[src/rtl/uart_pkt_parser.sv]
// uart_pkt_parser: decodes {opcode, rsvd, len_lo, len_hi, payload} packets into echo bytes or 32-bit ALU operands.
// Operand valid 1 cycle after its 4th byte, held until opnd_ready_i; echo is combinational; UART_PKT_PARSER_TIMEOUT_EN adds idle abort.
module uart_pkt_parser #(
  parameter int TimeoutCycles = 1000000
) (
  input  logic        clk_i,
  input  logic        rst_ni,
  input  logic [7:0]  rx_data_i,
  input  logic        rx_valid_i,
  output logic        rx_ready_o,
  output logic [7:0]  echo_data_o,
  output logic        echo_valid_o,
  input  logic        echo_ready_i,
  output logic [31:0] opnd_data_o,
  output logic [1:0]  opnd_op_o,
  output logic        opnd_first_o,
  output logic        opnd_last_o,
  output logic        opnd_valid_o,
  input  logic        opnd_ready_i,
  output logic        err_o
);

  typedef enum logic [2:0] {
    S_OPCODE,
    S_RSVD,
    S_LEN_LO,
    S_LEN_HI,
    S_ECHO,
    S_OPND,
    S_DRAIN
  } state_t;

  localparam logic [7:0] OP_ECHO = 8'hEC;
  localparam logic [7:0] OP_ADD  = 8'hA0;
  localparam logic [7:0] OP_MUL  = 8'hA1;
  localparam logic [7:0] OP_DIV  = 8'hA2;

  state_t      state;
  logic [7:0]  opcode;
  logic [7:0]  len_lo;
  logic [15:0] remaining;
  logic [23:0] shift;
  logic [1:0]  byte_cnt;
  logic        first_pend;
  logic        rdy_q;
  logic        accept;
  logic [15:0] len_w;
  logic        alu_len_ok;
  logic        tmo_fire;

  // rdy_q keeps ready low for the first cycle after reset release
  assign rx_ready_o   = (state == S_ECHO) ? echo_ready_i : (rdy_q && !opnd_valid_o);
  assign accept       = rx_valid_i && rx_ready_o;
  assign echo_data_o  = rx_data_i;
  assign echo_valid_o = (state == S_ECHO) && rx_valid_i;
  assign len_w        = {rx_data_i, len_lo};
  assign alu_len_ok   = ((opcode == OP_ADD || opcode == OP_MUL) && len_w != 16'd0 && len_w[1:0] == 2'b00)
                     || (opcode == OP_DIV && len_w == 16'd8);

`ifdef UART_PKT_PARSER_TIMEOUT_EN
  logic [31:0] tmo_cnt;
  logic        stalled;

  // waiting on a downstream consumer is not an idle line
  assign stalled  = opnd_valid_o || (state == S_ECHO && rx_valid_i && !echo_ready_i);
  assign tmo_fire = (state != S_OPCODE) && !accept && !stalled
                 && (tmo_cnt == 32'(TimeoutCycles - 1));

  always_ff @(posedge clk_i or negedge rst_ni) begin
    if (!rst_ni) begin
      tmo_cnt <= '0;
    end else if (accept || stalled || state == S_OPCODE || tmo_fire) begin
      tmo_cnt <= '0;
    end else begin
      tmo_cnt <= tmo_cnt + 32'd1;
    end
  end
`else
  logic unused_timeout;
  assign unused_timeout = ^32'(TimeoutCycles);
  assign tmo_fire       = 1'b0;
`endif

  always_ff @(posedge clk_i or negedge rst_ni) begin
    if (!rst_ni) begin
      state        <= S_OPCODE;
      opcode       <= '0;
      len_lo       <= '0;
      remaining    <= '0;
      shift        <= '0;
      byte_cnt     <= '0;
      first_pend   <= 1'b0;
      rdy_q        <= 1'b0;
      opnd_data_o  <= '0;
      opnd_op_o    <= '0;
      opnd_first_o <= 1'b0;
      opnd_last_o  <= 1'b0;
      opnd_valid_o <= 1'b0;
      err_o        <= 1'b0;
    end else begin
      rdy_q <= 1'b1;
      err_o <= 1'b0;
      if (opnd_valid_o && opnd_ready_i) begin
        opnd_valid_o <= 1'b0;
      end

      if (tmo_fire) begin
        state        <= S_OPCODE;
        remaining    <= '0;
        shift        <= '0;
        byte_cnt     <= '0;
        opnd_valid_o <= 1'b0;
        err_o        <= 1'b1;
      end else begin
        case (state)
          S_OPCODE: begin
            if (accept) begin
              opcode <= rx_data_i;
              state  <= S_RSVD;
            end
          end
          S_RSVD: begin
            if (accept) begin
              state <= S_LEN_LO;
            end
          end
          S_LEN_LO: begin
            if (accept) begin
              len_lo <= rx_data_i;
              state  <= S_LEN_HI;
            end
          end
          S_LEN_HI: begin
            if (accept) begin
              remaining  <= len_w;
              byte_cnt   <= '0;
              first_pend <= 1'b1;
              if (opcode == OP_ECHO) begin
                state <= (len_w == 16'd0) ? S_OPCODE : S_ECHO;
              end else if (alu_len_ok) begin
                state <= S_OPND;
              end else begin
                err_o <= 1'b1;
                state <= (len_w == 16'd0) ? S_OPCODE : S_DRAIN;
              end
            end
          end
          S_ECHO, S_DRAIN: begin
            if (accept) begin
              remaining <= remaining - 16'd1;
              if (remaining == 16'd1) begin
                state <= S_OPCODE;
              end
            end
          end
          S_OPND: begin
            if (accept) begin
              remaining <= remaining - 16'd1;
              byte_cnt  <= byte_cnt + 2'd1;
              shift     <= {rx_data_i, shift[23:8]};
              if (byte_cnt == 2'd3) begin
                opnd_data_o  <= {rx_data_i, shift};
                opnd_op_o    <= opcode[1:0];
                opnd_first_o <= first_pend;
                opnd_last_o  <= (remaining == 16'd1);
                opnd_valid_o <= 1'b1;
                first_pend   <= 1'b0;
              end
            end else if (opnd_valid_o && opnd_ready_i && opnd_last_o) begin
              state <= S_OPCODE;
            end
          end
          default: state <= S_OPCODE;
        endcase
      end
    end
  end

endmodule

[config.mk]
export PLATFORM = sky130hd
export DESIGN_NAME = uart_pkt_parser
export DESIGN_NICKNAME = d
export VERILOG_FILES = /design/src/rtl/uart_pkt_parser.sv
export SDC_FILE = /design/constraint.sdc
export NUM_CORES = 1
export LEC_CHECK = 0
export CAP_MARGIN = 20
export CORE_AREA = 3 3 92 112
export CTS_CLUSTER_DIAMETER = 100
export DETAILED_ROUTE_END_ITERATION = 12
export DIE_AREA = 0 0 95 115
export PLACE_DENSITY = 0.78
export SETUP_SLACK_MARGIN = 0.2
export SLEW_MARGIN = 20
export SYNTH_ARGS = -nofsm -noshare
export SYNTH_HDL_FRONTEND = slang
export SYNTH_SLANG_ARGS = --single-unit
[constraint.sdc]
create_clock -name clk_i -period 2.6 [get_ports clk_i]
set_clock_uncertainty 0.2 [all_clocks]
set_input_delay 0.39 -clock clk_i [delete_from_list [all_inputs] [get_ports clk_i]]
set_output_delay 0.39 -clock clk_i [all_outputs]
set_load 0.03 [all_outputs]
==> Word level (Yosys, flattened, before mapping) <==
Index checks and enable logic that the tools add are counted.
{ "totals": {"inputBits": 13, "ff_bits": 101} }
{ "op_classes": {"n_mux": 32, "n_reduce_logical": 27, "eq_ne": 24, "add_sub_neg": 2} }
{ "ops": {"columns": ["operator", "n"], "rows": [
  ["$mux W3", 12],
  ["$eq A8 B8 Y1 const B", 4],
  ["$mux W16", 2],
  ["$pmux W16 S2", 1],
  ["$ne A2 B2 Y1 const B", 10],
  ["$pmux W3 S6", 1],
  ["$eq A16 B1 Y1 const B", 1],
  ["$eq A16 B4 Y1 const B", 1],
  ["$logic_not A16 Y1", 1],
  ["$reduce_bool A16 Y1", 1],
  ["$sub A16 B1 Y16 const B", 1],
  ["$mux W1", 12],
  ["$eq A3 B3 Y1 const B", 3],
  ["$reduce_and A3 Y1", 3],
  ["$logic_and A1 B1 Y1", 8],
  ["$reduce_and A8 Y1", 1],
  ["$eq A3 B2 Y1 const B", 2],
  ["$reduce_and A2 Y1", 3],
  ["$mux W2", 2],
  ["$pmux W2 S2", 1],
  ["$reduce_and A4 Y1", 1],
  ["$reduce_bool A2 Y1", 2],
  ["$eq A3 B1 Y1 const B", 1],
  ["$logic_not A3 Y1", 1],
  ["9 further kinds", 10]
]} }

==> Logic depth before layout (Yosys ltp) <==
Gate-level depths: netlist of the first run.
{ "depth": {"ltp_word": 9, "ltp_mapped": 9, "depth_no_buf": 7} }

==> Worst setup path before layout of the first run <==
OpenSTA, ideal clock, no wires.
{ "synth_timing": {"kind": "reg2reg", "from": "register remaining[0]", "to": "register remaining[12]", "path_slack_ns": 0.086, "setup_time_ns": 0.126, "required_ns": 2.274, "period_less_slack_ns": 2.514, "path_stages_with_launch": 8, "arrival_time_ns": 2.187, "cell_sequence": "dfrtp_1 > inv_1 > ha_1 > or4b_4 > or4_4 > or3_1 > o22ai_1 > o2bb2a_1"} }
{ "synth_via": {"elab_chain_cells": 3} }
{ "synth_lines": {"columns": ["item", "line", "rtl"], "rows": [
  ["from (decl)", "41", "logic [15:0] remaining;"],
  ["from (signal assigned)", "135", "remaining <= len_w;"],
  ["from (signal assigned)", "150", "remaining <= remaining - 16'd1;"],
  ["from (signal assigned)", "158", "remaining <= remaining - 16'd1;"],
  ["$sub A16 B1 Y16", "150, 158", null],
  ["$mux W16", "149, 157", null],
  ["$pmux W16 S2", "115", "case (state)"]
]} }
No other way between the ends. The select of a mux whose other input is x is not followed.
A chain may end at the register's enable or synchronous reset.

==> Worst setup path after layout of the first run <==
{ "layout_timing": {"from": "register remaining[1]", "to": "register remaining[12]"} }
The elaborated chain is that of the path after synthesis.

==> impl_metrics.env, run 1 <==
export IMPL_cellLeakagePower_uw=0.00261
export IMPL_yosys_top_cells_count="dfrtp_1 (101), mux2_2 (76), nor2_1 (34)"
export IMPL_num_antenna_cells=0
export IMPL_avgViaCountPerCell=5.72
export IMPL_grt_pass1_vias=3270
export IMPL_grt_pass1_wl_mm=16.5
export IMPL_r2r_end="remaining[12]$_DFFE_PN0P_"
export IMPL_min_path_type="flip-flop to flip-flop"
export IMPL_synth_adder_area_share_pct=0.830
export IMPL_drtPass1Iterations=5
export IMPL_ir_worst_vdd_uv=549
export IMPL_grt_start_max_net_pins=55
export IMPL_syn_avg_cell_area_um2=12.0
export IMPL_cts_buffers=9
export IMPL_vias=3336
export IMPL_finalNonFillerCells=583
export IMPL_tns_ns=0
export IMPL_drc_errors=0
export IMPL_r2r_slack_ns=0.06
export IMPL_ant_nets=0
export IMPL_hold_depth=1
export IMPL_synth_nets=394
export IMPL_synth_top_area_cell="dfrtp_1"
export IMPL_crit_family="simple AND/OR/NAND/NOR gates"
export IMPL_crit_path_start="remaining[1]$_DFFE_PN0P_"
export IMPL_totalWireLength_mm=10.2
export IMPL_period_minus_slack_ns=2.54
export IMPL_reg2regPathDepth=7
export IMPL_die_height_um=115
export IMPL_status="complete, no violations"
export IMPL_synth_compound_area_share_pct=8.60
export IMPL_initial_core_util_pct=48.0
export IMPL_ioPinCount=61
export IMPL_r2r_start="remaining[1]$_DFFE_PN0P_"
export IMPL_yosysTopAreaCellShare_pct=55.9
export IMPL_synth_top_flop_cell="dfrtp_1"
export IMPL_fmax_mhz=394
export IMPL_holdWs_ns=0.304
export IMPL_grt_overflow=0
export IMPL_finalMaxSlewViolations=0
export IMPL_maxCapViolations=0
export IMPL_arrival_ns=2.56
export IMPL_grt_antenna_before_repair=0
export IMPL_cpMaxStageDelayCell="or4b_4"
export IMPL_worstSkewPairLatency_ns=0.34
export IMPL_clock_sinks=101
export IMPL_grt_setup_unrepaired="true"
export IMPL_cts_tree="done"
export IMPL_worst_slew_pin_slew_ns=0.768
export IMPL_wl_per_cell_um=17.5
export IMPL_synth_xor_xnor_area_share_pct=0.194
export IMPL_place_inst=558
export IMPL_hpwlAfterDp_mm=7.11
export IMPL_synthTopCellsByArea="dfrtp_1 (56%), mux2_2 (19%), nor2_1 (2.8%)"
export IMPL_synth_edf_count=0
export IMPL_clk_pin_slew_ns=0.07
export IMPL_startpoint_type="flip-flop"
export IMPL_power_density_nw_per_um2=877
export IMPL_power_uw=5080
export IMPL_hold_path_endpoint="opnd_data_o[27]$_DFFE_PN0P_"
export IMPL_endpoint_kind="flip-flop"
export IMPL_die_w_um=95
export IMPL_die_area_um2=10900
export IMPL_post_route_period_util_pct=97.7
export IMPL_synth_area_mux_share_pct=18.9
export IMPL_criticalPathCategory="flip-flop to flip-flop"
export IMPL_max_stage_delay_ns=0.46
export IMPL_h_tree_depth=3
export IMPL_synth_most_common_cell="dfrtp_1"
export IMPL_ys_seq_area_share_pct=55.9
export IMPL_worstPathRequired_ns=2.62
export IMPL_drive_gt1_share_pct=30.7
export IMPL_synth_top_family_by_area="multiplexers"
export IMPL_coreArea_um2=9420
export IMPL_fin_nets=471
export IMPL_final_util_pct=61.5
export IMPL_syn_to_final_growth_pct=28.1
export IMPL_numPortBuffers=60
export IMPL_finalSetupViolCount=0
export IMPL_ys_ff_latch=101
export IMPL_drt_iter0_drc=294
export IMPL_relSlewSlack_pct=48.7
export IMPL_cts_buffer_depth=2
export IMPL_cp_max_fo=3
export IMPL_yosysUniqueCellTypes=44
export IMPL_hold_violations=0
export IMPL_yosys_area_share_simple_pct=12.1
export IMPL_hold_start="opnd_data_o[27]$_DFFE_PN0P_"
export IMPL_crit_chain="inv_2 -> ha_4 -> or4b_4 -> or4_4 -> or3_4 -> o22ai_1 -> o2bb2a_1"
export IMPL_cts_root_buf="clkbuf_16"
export IMPL_rows=39
export IMPL_synthCells=378
export IMPL_path_buf_inv=1
export IMPL_fill_cells=717
export IMPL_grt_use_total_pct=19.6
export IMPL_synth_warnings=0
export IMPL_synth_area_um2=4520
export IMPL_synthArstFlopShare_pct=100
export IMPL_place_gp_congestion=0.914
-- how the worst max path moves through the flow --
stage	slack, ns	depth (start not counted)	to
3_5_place_dp	-0.01	7	remaining[12]$_DFFE_PN0P_
4_1_cts	0.03	7	remaining[12]$_DFFE_PN0P_
5_1_grt	0.03	7	remaining[12]$_DFFE_PN0P_
3_3_place_gp	0.06	6	err_o$_DFF_PN0_
2_1_floorplan	0.09	7	remaining[12]$_DFFE_PN0P_
6_report	0.06	7	remaining[12]$_DFFE_PN0P_
-- timing repair --
action | CTS | global route
buffers inserted | 0 | 8
setup endpoints to repair | 7 | 6
hold endpoints to repair | 52 | 0
pin swaps | 2 | 5
cloned | 0 | 0
gates resized for setup | 15 | 5
hold buffers | 1 | 0
-- worst register-to-register path, stage by stage (launching register included) --
cell	delay (ns)
dfrtp_1	0.40
inv_2	0.09
ha_4	0.13
or4b_4	0.46
or4_4	0.44
or3_4	0.35
o22ai_1	0.13
o2bb2a_1	0.23
-- final cells by class --
cell class / count / area, µm² / area share, %
Timing Repair Buffer: 93 / 875 / 15.1
Tap cell: 123 / 154 / 2.66
Clock inverter: 6 / 72.6 / 1.25
Clock buffer: 10 / 229 / 3.95
Multi-Input combinational cell: 246 / 1920 / 33.1
Inverter: 4 / 15.0 / 0.259
Sequential cell: 101 / 2530 / 43.7
-- report_power, final --
group | leakage [µW] | switching [µW] | internal, µW
clock | 0.000149 | 586 | 757
combinational | 0.00113 | 748 | 705
sequential | 0.00133 | 363 | 1920
total | 0.00261 | 1700 | 3390
-- cell usage in the layout, fill, tap and decap left out, drive strengths merged, types with 3 or more instances in the layout --
master / count
or3: 4
a21oi: 10
nand3: 6
nor3: 8
mux2: 76
ha: 3
nand2: 21
dfrtp: 101
o311a: 8
a221oi: 3
and3: 3
buf: 33
or4: 3
clkdlybuf4s50: 57
clkbuf: 10
nor4: 4
nand4: 8
inv: 5
o22ai: 9
clkinv: 4
o21ai: 17
nor2: 34
-- per-layer routing --
| layer | track usage [%] | wire length (µm) | up-vias |
|---|---|---|---|
| li1 | - | - | 1530 |
| met5 | 0 | 0 | - |
| met3 | 4.12 | 457 | 21 |
| met1 | 24.0 | 4130 | 1676 |
| met2 | 33.7 | 5380 | 109 |
| met4 | 7.60 | 254 | 0 |
-- cell families after synthesis --
| family | count (synthesis) |
|---|---|
| DFF | 101 |
| other | 1 |
| adders and majority gates | 3 |
| xor gates and xnor gates | 1 |
| buffers and inverters | 31 |
| AOI/OAI and AO/OA | 58 |
| muxes | 76 |
| and+or+nand+nor | 107 |
-- registers in the layout (all words and copies together), names as in the netlist --
signal        flops
rdy_q             1
remaining        16
opcode            8
opnd_data_o      32
byte_cnt          2
opnd_first_o      1
err_o             1
state             3
len_lo            8
first_pend        1
shift            24
opnd_last_o       1
opnd_valid_o      1
opnd_op_o         2
-- through the flow --
step                worst slack (ns)  cell area (µm²)
floorplan                     0.0861             4520
global placement              0.0626             5350
detailed placement           -0.0117             5350
CTS                           0.0304             5710
global route                  0.0314             5790
finish                        0.0596             5790
Power figures use the tool's default switching activity.
==> run 2: changes to the inputs <==
Settings changed: CORE_AREA 3 3 92 112 to 2 2 91 111, DIE_AREA 0 0 95 115 to 0 0 93 113.
==> impl_metrics.env, run 2 (same netlist as run 1, synthesis figures left out) <==
export IMPL_hold_violations=0
export IMPL_grt_setup_unrepaired="true"
export IMPL_post_route_period_util_pct=95.3
export IMPL_num_antenna_cells=0
export IMPL_r2r_end="remaining[12]$_DFFE_PN0P_"
export IMPL_min_path_type="flip-flop to flip-flop"
export IMPL_regMostFlops="opnd_data_o"
export IMPL_cts_root_buf="clkbuf_16"
export IMPL_maxCapViolations=0
export IMPL_criticalPathCategory="flip-flop to flip-flop"
export IMPL_grt_pass1_vias=3307
export IMPL_cellLeakagePower_uw=0.00260
export IMPL_status="complete, no violations"
export IMPL_final_cell_area_um2=5770
export IMPL_grt_antenna_before_repair=0
export IMPL_ant_nets=0
export IMPL_grt_overflow=0
export IMPL_r2r_start="remaining[1]$_DFFE_PN0P_"
export IMPL_final_common_cell="dfrtp_1"
export IMPL_place_inst=557
export IMPL_intPower_uw=3300
export IMPL_clock_sinks=101
export IMPL_die_area_um2=10500
export IMPL_hpwlAfterDp_mm=6.82
export IMPL_die_w_um=93
export IMPL_reg_top3="opnd_data_o: 32 flops, shift: 24 flops, remaining: 16 flops"
export IMPL_coreArea_um2=9370
export IMPL_finalNonFillerCells=581
export IMPL_fmax_mhz=404
export IMPL_reg2regPathDepth=7
export IMPL_grt_pass1_wl_mm=16.3
export IMPL_grt_use_total_pct=19.8
export IMPL_syn_to_final_growth_pct=27.6
export IMPL_ioPinCount=61
export IMPL_cpMaxStageDelayCell="or4b_4"
export IMPL_p_sw_uw=1720
export IMPL_relSlewSlack_pct=48.6
export IMPL_switching_share_pct=34.2
export IMPL_h_tree_depth=3
export IMPL_finalSetupViolCount=0
export IMPL_finalMaxSlewViolations=0
export IMPL_period_minus_slack_ns=2.48
export IMPL_wl_per_cell_um=16.9
export IMPL_fin_nets=469
export IMPL_drc_errors=0
export IMPL_combPwrFrac_pct=29.1
export IMPL_endpoint_kind="flip-flop"
export IMPL_avgViaCountPerCell=5.65
export IMPL_tns_ns=0
export IMPL_rows=39
export IMPL_worst_slew_pin_slew_ns=0.769
export IMPL_crit_chain="inv_2 -> ha_4 -> or4b_4 -> or4_4 -> or3_4 -> o22ai_2 -> o2bb2a_4"
export IMPL_numPortBuffers=60
export IMPL_drt_iter0_drc=188
export IMPL_max_stage_delay_ns=0.46
export IMPL_totalWireLength_mm=9.83
export IMPL_cts_buffers=9
export IMPL_clk_pin_slew_ns=0.07
export IMPL_endpoint="remaining[12]$_DFFE_PN0P_"
export IMPL_power_density_nw_per_um2=869
export IMPL_crit_path_start="remaining[1]$_DFFE_PN0P_"
export IMPL_worstSkewPairLatency_ns=0.34
export IMPL_r2r_slack_ns=0.12
export IMPL_die_height_um=113
export IMPL_initial_core_util_pct=48.3
export IMPL_p_clk_share_pct=25.2
export IMPL_cp_max_fo=3
export IMPL_place_gp_congestion=0.845
export IMPL_placed_area_um2=5350
export IMPL_ir_worst_vdd_uv=485
export IMPL_worstPathRequired_ns=2.64
export IMPL_final_util_pct=61.6
export IMPL_startpoint_type="flip-flop"
export IMPL_seqPwrFrac_pct=45.7
export IMPL_drtPass1Iterations=4
export IMPL_cts_buffer_depth=2
export IMPL_vias=3282
export IMPL_final_cell_mix="dfrtp_1 (100), mux2_2 (76), clkdlybuf4s50_1 (57), nor2_1 (34), buf_4 (28)"
export IMPL_arrival_ns=2.52
export IMPL_drive_gt1_share_pct=31.2
export IMPL_power_uw=5020
export IMPL_largest_reg_flops=32
export IMPL_grt_start_max_net_pins=45
export IMPL_cts_tree="done"
==> run 2: timing repair <==
item,4_1_cts,5_1_grt
setup buffers,1,6
cloned,0,0
pin swaps,3,7
gates resized for setup,13,11
hold buffers,1,0
endpoints found under the hold margin,35,0
endpoints found under the setup margin,7,6
==> run 2: critical path: cells and delay by family (launching register included) <==
family	cells	cell delay, ns
flops	1	0.40
buf+inv	1	0.09
fa+ha+maj	1	0.14
compound gates	2	0.31
simple gates	3	1.24
==> run 2: per-stage QoR <==
step	setup WS (ns)	hold WS (ns)
3_5_place_dp	0.0384	0.193
6_report	0.122	0.295
3_3_place_gp	0.0825	0.198
2_1_floorplan	0.0861	-0.106
4_1_cts	0.0877	0.299
5_1_grt	0.0649	0.317
==> run 2: worst min path at each step <==
stage                        startpoint                        to  slack, ns  depth (start not counted)
2_1_floorplan                    rst_ni   byte_cnt[0]$_DFFE_PN0P_      -0.11                          0
3_3_place_gp                     rst_ni  remaining[6]$_DFFE_PN0P_       0.20                          1
3_5_place_dp                     rst_ni  remaining[5]$_DFFE_PN0P_       0.19                          1
4_1_cts          first_pend$_DFFE_PN0P_    first_pend$_DFFE_PN0P_       0.30                          2
5_1_grt        opnd_first_o$_DFFE_PN0P_  opnd_first_o$_DFFE_PN0P_       0.32                          1
6_report         first_pend$_DFFE_PN0P_    first_pend$_DFFE_PN0P_       0.29                          2
==> run 2: power groups by stage <==
stage          Combinational [µW]  Sequential, µW  Clock (µW)
2_1_floorplan                 969            2180           0
5_1_grt                      1600            2350        1360
6_report                     1460            2290        1260
3_5_place_dp                 1300            2290           0
3_3_place_gp                 1240            2270           0
4_1_cts                      1350            2280        1290
==> run 2: area by class of cell <==
type                    instances  area [µm²]
clock inverters                 7        55.1
clock buffers                   9         225
inverters                       4        15.0
well taps                     123         154
fillers                       734        3600
multi-input cells             246        1930
flip-flops and latches        101        2530
repair buffers                 91         865
==> run 2: layer usage <==
| metal | share of wire (%) | up-vias | GRT usage [%] |
|---|---|---|---|
| met5 | 0 | - | 0 |
| met4 | 3.7 | 0 | 10.9 |
| met3 | 4.4 | 27 | 4.19 |
| met2 | 49 | 100 | 31.7 |
| met1 | 43 | 1622 | 25.0 |
| li1 | - | 1533 | - |
